--- src/rtl/RS5_pkg.sv ---
// RS5 shared vector types.
// Adds the issue-sequencer state and the LMUL group-size helper.
package RS5_pkg;

  typedef enum logic [2:0] {
    EW8  = 3'd0,
    EW16 = 3'd1,
    EW32 = 3'd2,
    EW64 = 3'd3
  } vew_e;

  typedef enum logic [2:0] {
    LMUL_1    = 3'd0,
    LMUL_2    = 3'd1,
    LMUL_4    = 3'd2,
    LMUL_8    = 3'd3,
    LMUL_RSVD = 3'd4,
    LMUL_F8   = 3'd5,
    LMUL_F4   = 3'd6,
    LMUL_F2   = 3'd7
  } vlmul_e;

  typedef enum logic [1:0] {
    IDLE  = 2'd0,
    EXEC  = 2'd1,
    DRAIN = 2'd2
  } vseq_state_e;

  // Fractional groups still occupy one whole register.
  function automatic logic [3:0] vseq_nregs(input vlmul_e m);
    case (m)
      LMUL_2:  vseq_nregs = 4'd2;
      LMUL_4:  vseq_nregs = 4'd4;
      LMUL_8:  vseq_nregs = 4'd8;
      default: vseq_nregs = 4'd1;
    endcase
  endfunction

endpackage

--- src/rtl/vector_issue_sequencer_if.sv ---
// Scalar-pipeline / datapath side of the vector issue sequencer.
// master drives requests and consumes addresses; slave is the sequencer.
interface vector_issue_sequencer_if #(
  parameter int VLEN = 64
);
  localparam int VLENB = VLEN / 8;

  logic                    start_i;
  logic [$clog2(VLEN):0]   vl_i;
  logic [2:0]              vsew_i;
  logic [2:0]              vlmul_i;
  logic [4:0]              vs1_base_i;
  logic [4:0]              vs2_base_i;
  logic [4:0]              vd_base_i;
  logic                    vm_i;
  logic [VLEN-1:0]         v0_i;
  logic [4:0]              vs1_addr_o;
  logic [4:0]              vs2_addr_o;
  logic [4:0]              vd_rd_addr_o;
  logic [4:0]              wr_addr_o;
  logic [VLENB-1:0]        wr_be_o;
  logic                    hold_o;
  logic                    done_o;
  logic                    illegal_o;

  modport master (
    output start_i, vl_i, vsew_i, vlmul_i,
    output vs1_base_i, vs2_base_i, vd_base_i,
    output vm_i, v0_i,
    input  vs1_addr_o, vs2_addr_o, vd_rd_addr_o,
    input  wr_addr_o, wr_be_o,
    input  hold_o, done_o, illegal_o
  );

  modport slave (
    input  start_i, vl_i, vsew_i, vlmul_i,
    input  vs1_base_i, vs2_base_i, vd_base_i,
    input  vm_i, v0_i,
    output vs1_addr_o, vs2_addr_o, vd_rd_addr_o,
    output wr_addr_o, wr_be_o,
    output hold_o, done_o, illegal_o
  );

endinterface

--- src/rtl/vector_byte_enable_gen.sv ---
// Per-byte write enables for one register of an LMUL group.
// Element index e = r*(VLENB>>vsew) + (b>>vsew); tail and mask gating.
module vector_byte_enable_gen
  import RS5_pkg::*;
#(
  parameter int VLEN = 64
) (
  input  logic [2:0]              r,
  input  logic [$clog2(VLEN):0]   vl,
  input  vew_e                    vsew,
  input  logic [VLEN-1:0]         mask,
  input  logic                    vm,
  output logic [VLEN/8-1:0]       be
);

  localparam int VLENB = VLEN / 8;
  localparam int EW    = $clog2(VLEN);
  localparam int LB    = $clog2(VLENB);

  logic [EW-1:0] rbase;
  logic [EW-1:0] e;

  always_comb begin
    be    = '0;
    e     = '0;
    rbase = EW'(r) << LB;
    for (int b = 0; b < VLENB; b++) begin
      e     = (rbase >> vsew) + (EW'(b) >> vsew);
      be[b] = ({1'b0, e} < vl) && (vm || mask[e]);
    end
  end

endmodule

--- src/rtl/vector_issue_sequencer.sv ---
// Walks one vector op through its LMUL group, one register per cycle.
// Build with VSEQ_MASK_EN to honour vm/v0 masking on writes.
module vector_issue_sequencer
  import RS5_pkg::*;
#(
  parameter int VLEN = 64
) (
  input  logic                    clk,
  input  logic                    reset_n,
  vector_issue_sequencer_if.slave bus
);

  localparam int VLENB = VLEN / 8;
  localparam int VLW   = $clog2(VLEN) + 1;

  vseq_state_e      state_q;
  vseq_state_e      state_d;
  logic [2:0]       cnt_q;
  logic [3:0]       nregs_q;
  logic [VLW-1:0]   vl_q;
  vew_e             vsew_q;
  logic [4:0]       vs1_q;
  logic [4:0]       vs2_q;
  logic [4:0]       vd_q;
  logic             illegal_q;
  logic             vm_q;
  logic [VLEN-1:0]  v0_q;
  logic             wr_valid_q;
  logic [2:0]       wr_r_q;
  logic [4:0]       wr_addr_q;
  logic [VLENB-1:0] be;
  logic             cfg_illegal;
  logic             capture;
  logic             last;

  assign cfg_illegal = (bus.vsew_i > 3'd2) ||
                       (bus.vlmul_i == 3'd4);
  assign capture = (state_q == IDLE) && bus.start_i;
  assign last    = ({1'b0, cnt_q} == nregs_q - 4'd1);

  always_ff @(posedge clk or negedge reset_n) begin
    if (!reset_n) state_q <= IDLE;
    else          state_q <= state_d;
  end

  always_comb begin
    state_d = state_q;
    unique case (state_q)
      IDLE: begin
        if (bus.start_i) begin
          if (cfg_illegal || bus.vl_i == '0) state_d = DRAIN;
          else                               state_d = EXEC;
        end
      end
      EXEC:    if (last) state_d = DRAIN;
      DRAIN:   state_d = IDLE;
      default: state_d = IDLE;
    endcase
  end

  always_ff @(posedge clk or negedge reset_n) begin
    if (!reset_n) begin
      vl_q      <= '0;
      vsew_q    <= EW8;
      nregs_q   <= 4'd1;
      vs1_q     <= '0;
      vs2_q     <= '0;
      vd_q      <= '0;
      illegal_q <= 1'b0;
    end else if (capture) begin
      vl_q      <= bus.vl_i;
      vsew_q    <= vew_e'(bus.vsew_i);
      nregs_q   <= vseq_nregs(vlmul_e'(bus.vlmul_i));
      vs1_q     <= bus.vs1_base_i;
      vs2_q     <= bus.vs2_base_i;
      vd_q      <= bus.vd_base_i;
      illegal_q <= cfg_illegal;
    end
  end

  always_ff @(posedge clk or negedge reset_n) begin
    if (!reset_n)             cnt_q <= '0;
    else if (capture)         cnt_q <= '0;
    else if (state_q == EXEC) cnt_q <= cnt_q + 3'd1;
  end

`ifdef VSEQ_MASK_EN
  always_ff @(posedge clk or negedge reset_n) begin
    if (!reset_n) begin
      vm_q <= 1'b1;
      v0_q <= '0;
    end else if (capture) begin
      vm_q <= bus.vm_i;
      v0_q <= bus.v0_i;
    end
  end
`else
  logic unused_mask;
  assign unused_mask = bus.vm_i ^ (^bus.v0_i);
  assign vm_q = 1'b1;
  assign v0_q = '1;
`endif

  // Write stage trails the read by one cycle.
  always_ff @(posedge clk or negedge reset_n) begin
    if (!reset_n) begin
      wr_valid_q <= 1'b0;
      wr_r_q     <= '0;
      wr_addr_q  <= '0;
    end else begin
      wr_valid_q <= (state_q == EXEC);
      if (state_q == EXEC) begin
        wr_r_q    <= cnt_q;
        wr_addr_q <= vd_q + {2'b00, cnt_q};
      end
    end
  end

  vector_byte_enable_gen #(
    .VLEN (VLEN)
  ) u_be (
    .r    (wr_r_q),
    .vl   (vl_q),
    .vsew (vsew_q),
    .mask (v0_q),
    .vm   (vm_q),
    .be   (be)
  );

  assign bus.vs1_addr_o   = vs1_q + {2'b00, cnt_q};
  assign bus.vs2_addr_o   = vs2_q + {2'b00, cnt_q};
  assign bus.vd_rd_addr_o = vd_q + {2'b00, cnt_q};
  assign bus.wr_addr_o    = wr_addr_q;
  // v0 is never overwritten by a group write.
  assign bus.wr_be_o      = (wr_valid_q && wr_addr_q != 5'd0) ? be : '0;
  assign bus.hold_o       = (state_d != IDLE);
  assign bus.done_o       = (state_q == DRAIN);
  assign bus.illegal_o    = (state_q == DRAIN) && illegal_q;

endmodule
--- src/flat_wrapper.sv ---
// flat-port wrapper written by rule: the top's interface ports become plain ports
module vector_issue_sequencer_flat import RS5_pkg::*;
#(
  parameter int VLEN = 64
)
  (clk, reset_n, bus_start_i, bus_vl_i, bus_vsew_i, bus_vlmul_i, bus_vs1_base_i, bus_vs2_base_i, bus_vd_base_i, bus_vm_i, bus_v0_i, bus_vs1_addr_o, bus_vs2_addr_o, bus_vd_rd_addr_o, bus_wr_addr_o, bus_wr_be_o, bus_hold_o, bus_done_o, bus_illegal_o);
  vector_issue_sequencer_if #(.VLEN(VLEN)) bus_i ();
  input  logic clk;
  input  logic reset_n;
  input wire logic [$bits(bus_i.start_i)-1:0] bus_start_i;
  input wire logic [$bits(bus_i.vl_i)-1:0] bus_vl_i;
  input wire logic [$bits(bus_i.vsew_i)-1:0] bus_vsew_i;
  input wire logic [$bits(bus_i.vlmul_i)-1:0] bus_vlmul_i;
  input wire logic [$bits(bus_i.vs1_base_i)-1:0] bus_vs1_base_i;
  input wire logic [$bits(bus_i.vs2_base_i)-1:0] bus_vs2_base_i;
  input wire logic [$bits(bus_i.vd_base_i)-1:0] bus_vd_base_i;
  input wire logic [$bits(bus_i.vm_i)-1:0] bus_vm_i;
  input wire logic [$bits(bus_i.v0_i)-1:0] bus_v0_i;
  output wire logic [$bits(bus_i.vs1_addr_o)-1:0] bus_vs1_addr_o;
  output wire logic [$bits(bus_i.vs2_addr_o)-1:0] bus_vs2_addr_o;
  output wire logic [$bits(bus_i.vd_rd_addr_o)-1:0] bus_vd_rd_addr_o;
  output wire logic [$bits(bus_i.wr_addr_o)-1:0] bus_wr_addr_o;
  output wire logic [$bits(bus_i.wr_be_o)-1:0] bus_wr_be_o;
  output wire logic [$bits(bus_i.hold_o)-1:0] bus_hold_o;
  output wire logic [$bits(bus_i.done_o)-1:0] bus_done_o;
  output wire logic [$bits(bus_i.illegal_o)-1:0] bus_illegal_o;
  assign bus_i.start_i = bus_start_i;
  assign bus_i.vl_i = bus_vl_i;
  assign bus_i.vsew_i = bus_vsew_i;
  assign bus_i.vlmul_i = bus_vlmul_i;
  assign bus_i.vs1_base_i = bus_vs1_base_i;
  assign bus_i.vs2_base_i = bus_vs2_base_i;
  assign bus_i.vd_base_i = bus_vd_base_i;
  assign bus_i.vm_i = bus_vm_i;
  assign bus_i.v0_i = bus_v0_i;
  assign bus_vs1_addr_o = bus_i.vs1_addr_o;
  assign bus_vs2_addr_o = bus_i.vs2_addr_o;
  assign bus_vd_rd_addr_o = bus_i.vd_rd_addr_o;
  assign bus_wr_addr_o = bus_i.wr_addr_o;
  assign bus_wr_be_o = bus_i.wr_be_o;
  assign bus_hold_o = bus_i.hold_o;
  assign bus_done_o = bus_i.done_o;
  assign bus_illegal_o = bus_i.illegal_o;
  vector_issue_sequencer #(.VLEN(VLEN)) u_core (.clk(clk), .reset_n(reset_n), .bus(bus_i));
endmodule
--- config.mk ---
export PLATFORM = sky130hd
export DESIGN_NAME = vector_issue_sequencer_flat
export DESIGN_NICKNAME = d
export VERILOG_FILES = /design/src/rtl/RS5_pkg.sv /design/src/rtl/vector_issue_sequencer_if.sv /design/src/rtl/vector_byte_enable_gen.sv /design/src/rtl/vector_issue_sequencer.sv /design/src/flat_wrapper.sv
export SDC_FILE = /design/constraint.sdc
export NUM_CORES = 1
export LEC_CHECK = 0
export BUFFER_PORTS_ARGS = -buffer_cell sky130_fd_sc_hd__buf_4
export CORE_ASPECT_RATIO = 1.5
export CORE_MARGIN = 3
export CORE_UTILIZATION = 50
export CTS_BUF_LIST = sky130_fd_sc_hd__clkbuf_4
export DETAILED_ROUTE_END_ITERATION = 8
export GPL_TIMING_DRIVEN = 1
export PLACE_DENSITY = 0.78
export SLEW_MARGIN = 25
export SYNTH_ARGS = -nofsm -noshare
export SYNTH_HDL_FRONTEND = slang
export SYNTH_SLANG_ARGS = --single-unit
export TNS_END_PERCENT = 20
--- constraint.sdc ---
create_clock -name clk -period 6.3 [get_ports clk]
set_input_delay 0.63 -clock clk [delete_from_list [all_inputs] [get_ports clk]]
set_output_delay 0.63 -clock clk [all_outputs]
set_load 0.05 [all_outputs]
==> impl_metrics.py <==
metrics = {
    "route": {
        "drc": 0,
        "detail-route-antenna-nets": 0,
        "vias": 3554,
        "first_pass_iters": 4,
        "wl_per_cell_um": 14.8,
        "postRouteWirelength_um": 9640,
        "initialDrtViolationCount": 74,
        "viasPerCell": 5.48,
    },
    "cts": {
        "cts_sinks": 44,
        "clk_latency_ns": 0.35,
        "cts-root-buf": "clkbuf_4",
        "numCtsBuffers": 5,
        "ctsResizeCount": 0,
        "h-tree-depth": 2,
        "cts_tree": "built",
        "clk_pin_slew_ns": 0.13,
        "cts_setup_buffers": 0,
        "hold_buffers": 0,
        "cts_buffer_depth": 2,
    },
    "synthesis": {
        "synth_top_cell_by_area": "dfrtp_1",
        "async_flop_share": 1.00,
        "post_synth.cell_area_avg_um2": 8.46,
        "postSynthCellCount": 490,
        "ys.flop_type": "dfrtp_1",
        "synth-edff-count": 0,
        "synth.top_cell.area_share": 0.260,
        "synth_warnings": 0,
        "synth_cell_types": 52,
        "synth_area_leaders": "dfrtp_1 (26%), ha_1 (20%), nand2_1 (8.5%)",
        "ys_seq_elements": 44,
        "synth_fp_nets": 660,
        "synth_area_um2": 4140,
        "seq_area_frac_synth": 0.266,
    },
    "place": {
        "dpl.hpwl_um": 7890,
        "place.port_buffers": 61,
        "gp_congestion": 0.913,
    },
    "sta": {
        "fin_tns_setup_ns": 0,
        "slew_violations": 0,
        "rsz0062_at_grt": "false",
        "relSlewSlack": 0.477,
        "whs_ns": 0.255,
        "fin_crit_ns": 4.67,
        "period_share": 0.741,
        "fmax_ghz": 0.214,
        "final_hold_viol_count": 0,
        "setup_viol": 0,
        "worstMarginPinSlew_ns": 0.777,
        "skew_ns": 0.0136,
    },
    "cells_and_area": {
        "antenna_cells": 0,
        "nFillCells": 726,
        "drive_gt1_frac": 0.153,
        "area_growth_syn_to_layout_pct": 14.4,
        "fin_nets": 713,
    },
    "floorplan": {
        "coreArea_um2": 8060,
        "chipWidth_um": 80.3,
        "rows": 40,
        "start_util": 0.514,
        "fp.dieH_um": 118,
        "ios": 127,
        "dieArea_um2": 9440,
    },
    "global_route": {
        "grt_max_degree": 45,
        "grt_pass1_wl_um": 16600,
        "grt_pass1_vias": 3731,
        "grt.total_usage": 0.215,
        "grt-ovfl-total": 0,
        "antenna_found_initial": 0,
    },
    "pwr": {
        "power_density_nw_per_um2": 608,
        "power_mw": 2.88,
        "leakagePower_nw": 2.37,
        "max-vdd-ir-drop_uv": 601,
    },
    "critical_path": {
        "critical_path_class": "flop to output port",
        "critPathMaxStageDelay_ns": 0.66,
        "worstPathCellList": "nand2b_1 > o21ai_0 > ha_1 > inv_1 > fa_1 > o311ai_0 > ha_1 > a21oi_1 > o21ai_0 > a31oi_1 > buf_4",
        "cp-start-kind": "flop",
        "path_max_fanout": 16,
        "cp.arrival_ns": 4.04,
        "cp_data_required_time_ns": 5.67,
        "slowest_stage": "o21ai_0",
        "crit_path_end_kind": "output port",
    },
    "job": {
        "cap_violations": 0,
    },
    "outcome": {
        "outcome": "complete, no violations",
    },
    "hold_path": {
        "hold_path.class": "input port to asynchronous set/reset pin",
    },
}
==> synthesized netlist by cell type, types with 7 or more instances <==
| cell type | number |
|---|---|
| a21o_1 | 10 |
| a21oi_1 | 28 |
| a31oi_1 | 9 |
| clkbuf_1 | 11 |
| dfrtp_1 | 43 |
| fa_1 | 7 |
| ha_1 | 67 |
| inv_1 | 48 |
| nand2_1 | 94 |
| nand2b_1 | 12 |
| nand3_1 | 8 |
| nor2_1 | 10 |
| nor2b_1 | 9 |
| o21ai_0 | 48 |
| xnor2_1 | 27 |
| xor2_1 | 8 |
==> path summary, 6_finish.rpt <==
path | startpoint | endpoint | slack (ns) | cells after the start
max | u_core.vsew_q[1] | bus_wr_be_o[4] | 1.63 | 11
min | reset_n | u_core.vd_q[0] | 0.25 | 1
max reg2reg | u_core.state_q[0] | u_core.nregs_q[1] | 4.28 | 4
min reg2reg | u_core.illegal_q | u_core.illegal_q | 0.50 | 2
max in group asynchronous | reset_n | u_core.wr_valid_q | 5.67 | 1
min in group clk | bus_vs1_base_i[4] | u_core.vs1_q[4] | 0.46 | 3
==> registers in the layout, indices dropped and copies added, names as in the netlist, 2 cells and up <==
name,cells
u_core.cnt_q,3
u_core.state_q,2
u_core.vd_q,5
u_core.wr_r_q,3
u_core.vsew_q,3
u_core.nregs_q,4
u_core.bus.wr_addr_o,5
u_core.vs2_q,5
u_core.vl_q,7
u_core.vs1_q,5
==> cells in the final DEF (no fill, tap or decap), types with 2 or more instances in the layout <==
cell / Yosys / layout
nor2b_1: 9 / 9
a21oi_1: 28 / 28
nor2_1: 10 / 10
xnor2_1: 27 / 27
nand2_1: 94 / 94
a211oi_4: 2 / 2
and2_1: 2 / 2
o2111ai_1: 2 / 2
clkbuf_4: 0 / 5
o311ai_0: 3 / 3
ha_1: 67 / 67
o21a_1: 3 / 3
buf_4: 1 / 63
xor2_1: 8 / 8
nor3_1: 2 / 2
dfrtp_1: 43 / 43
o21ai_0: 48 / 48
a21o_1: 10 / 10
clkinv_1: 0 / 2
o2bb2ai_1: 3 / 3
nand4b_1: 2 / 2
a211oi_1: 2 / 2
nand2b_1: 12 / 12
a31oi_1: 9 / 9
nand3_1: 8 / 8
or4_1: 2 / 2
inv_1: 48 / 48
fa_1: 7 / 7
==> cell families after synthesis <==
family / Yosys count / share of synthesized area
xor gates and xnor gates: 35 / 0.0740
AOI/OAI and AO/OA: 119 / 0.181
DFF: 44 / 0.266
adders and majority gates: 74 / 0.236
and+or+nand+nor: 149 / 0.166
muxes: 3 / 0.0115
buffers and inverters: 66 / 0.0652
==> through the flow <==
step,utilization,area [um^2],setup slack [ns],cells
5_1_grt,0.588,4740,1.31,649
2_1_floorplan,-,4140,2.05,490
3_3_place_gp,0.579,4660,2.09,641
6_report,0.588,4740,1.63,649
4_1_cts,0.588,4740,1.55,649
3_5_place_dp,0.579,4660,1.94,641
==> per-layer routing <==
layer	share of wire	track usage	vias up	wire length, um
met5	0	0	-	0
met4	0.037	0.0877	0	352
met3	0.037	0.0268	30	359
met2	0.54	0.402	95	5210
met1	0.39	0.236	1657	3720
li1	-	-	1772	-
==> layout make-up <==
class | count | area [um^2] | share of cell area
Tap cell | 105 | 131 | 0.0277
Timing Repair Buffer | 63 | 473 | 0.0998
Clock buffer | 5 | 37.5 | 0.00792
Clock inverter | 3 | 37.5 | 0.00792
Multi-Input combinational cell | 380 | 2770 | 0.585
Sequential cell | 44 | 1100 | 0.233
Inverter | 49 | 186 | 0.0393
==> power by group <==
| part | switching, mW | internal (mW) | leakage (nW) |
|---|---|---|---|
| clock network | 0.0883 | 0.0812 | 0.0403 |
| logic | 1.37 | 0.783 | 1.78 |
| registers | 0.150 | 0.408 | 0.553 |
| total | 1.61 | 1.27 | 2.37 |
==> critical path: cells and delay by family (launching register included) <==
family	cells	cell delay [ns]
compound gates	5	1.49
buf+inv	2	0.28
flops	1	0.60
fa+ha+maj	3	1.03
simple gates	1	0.30
Power figures use the tool's default switching activity.
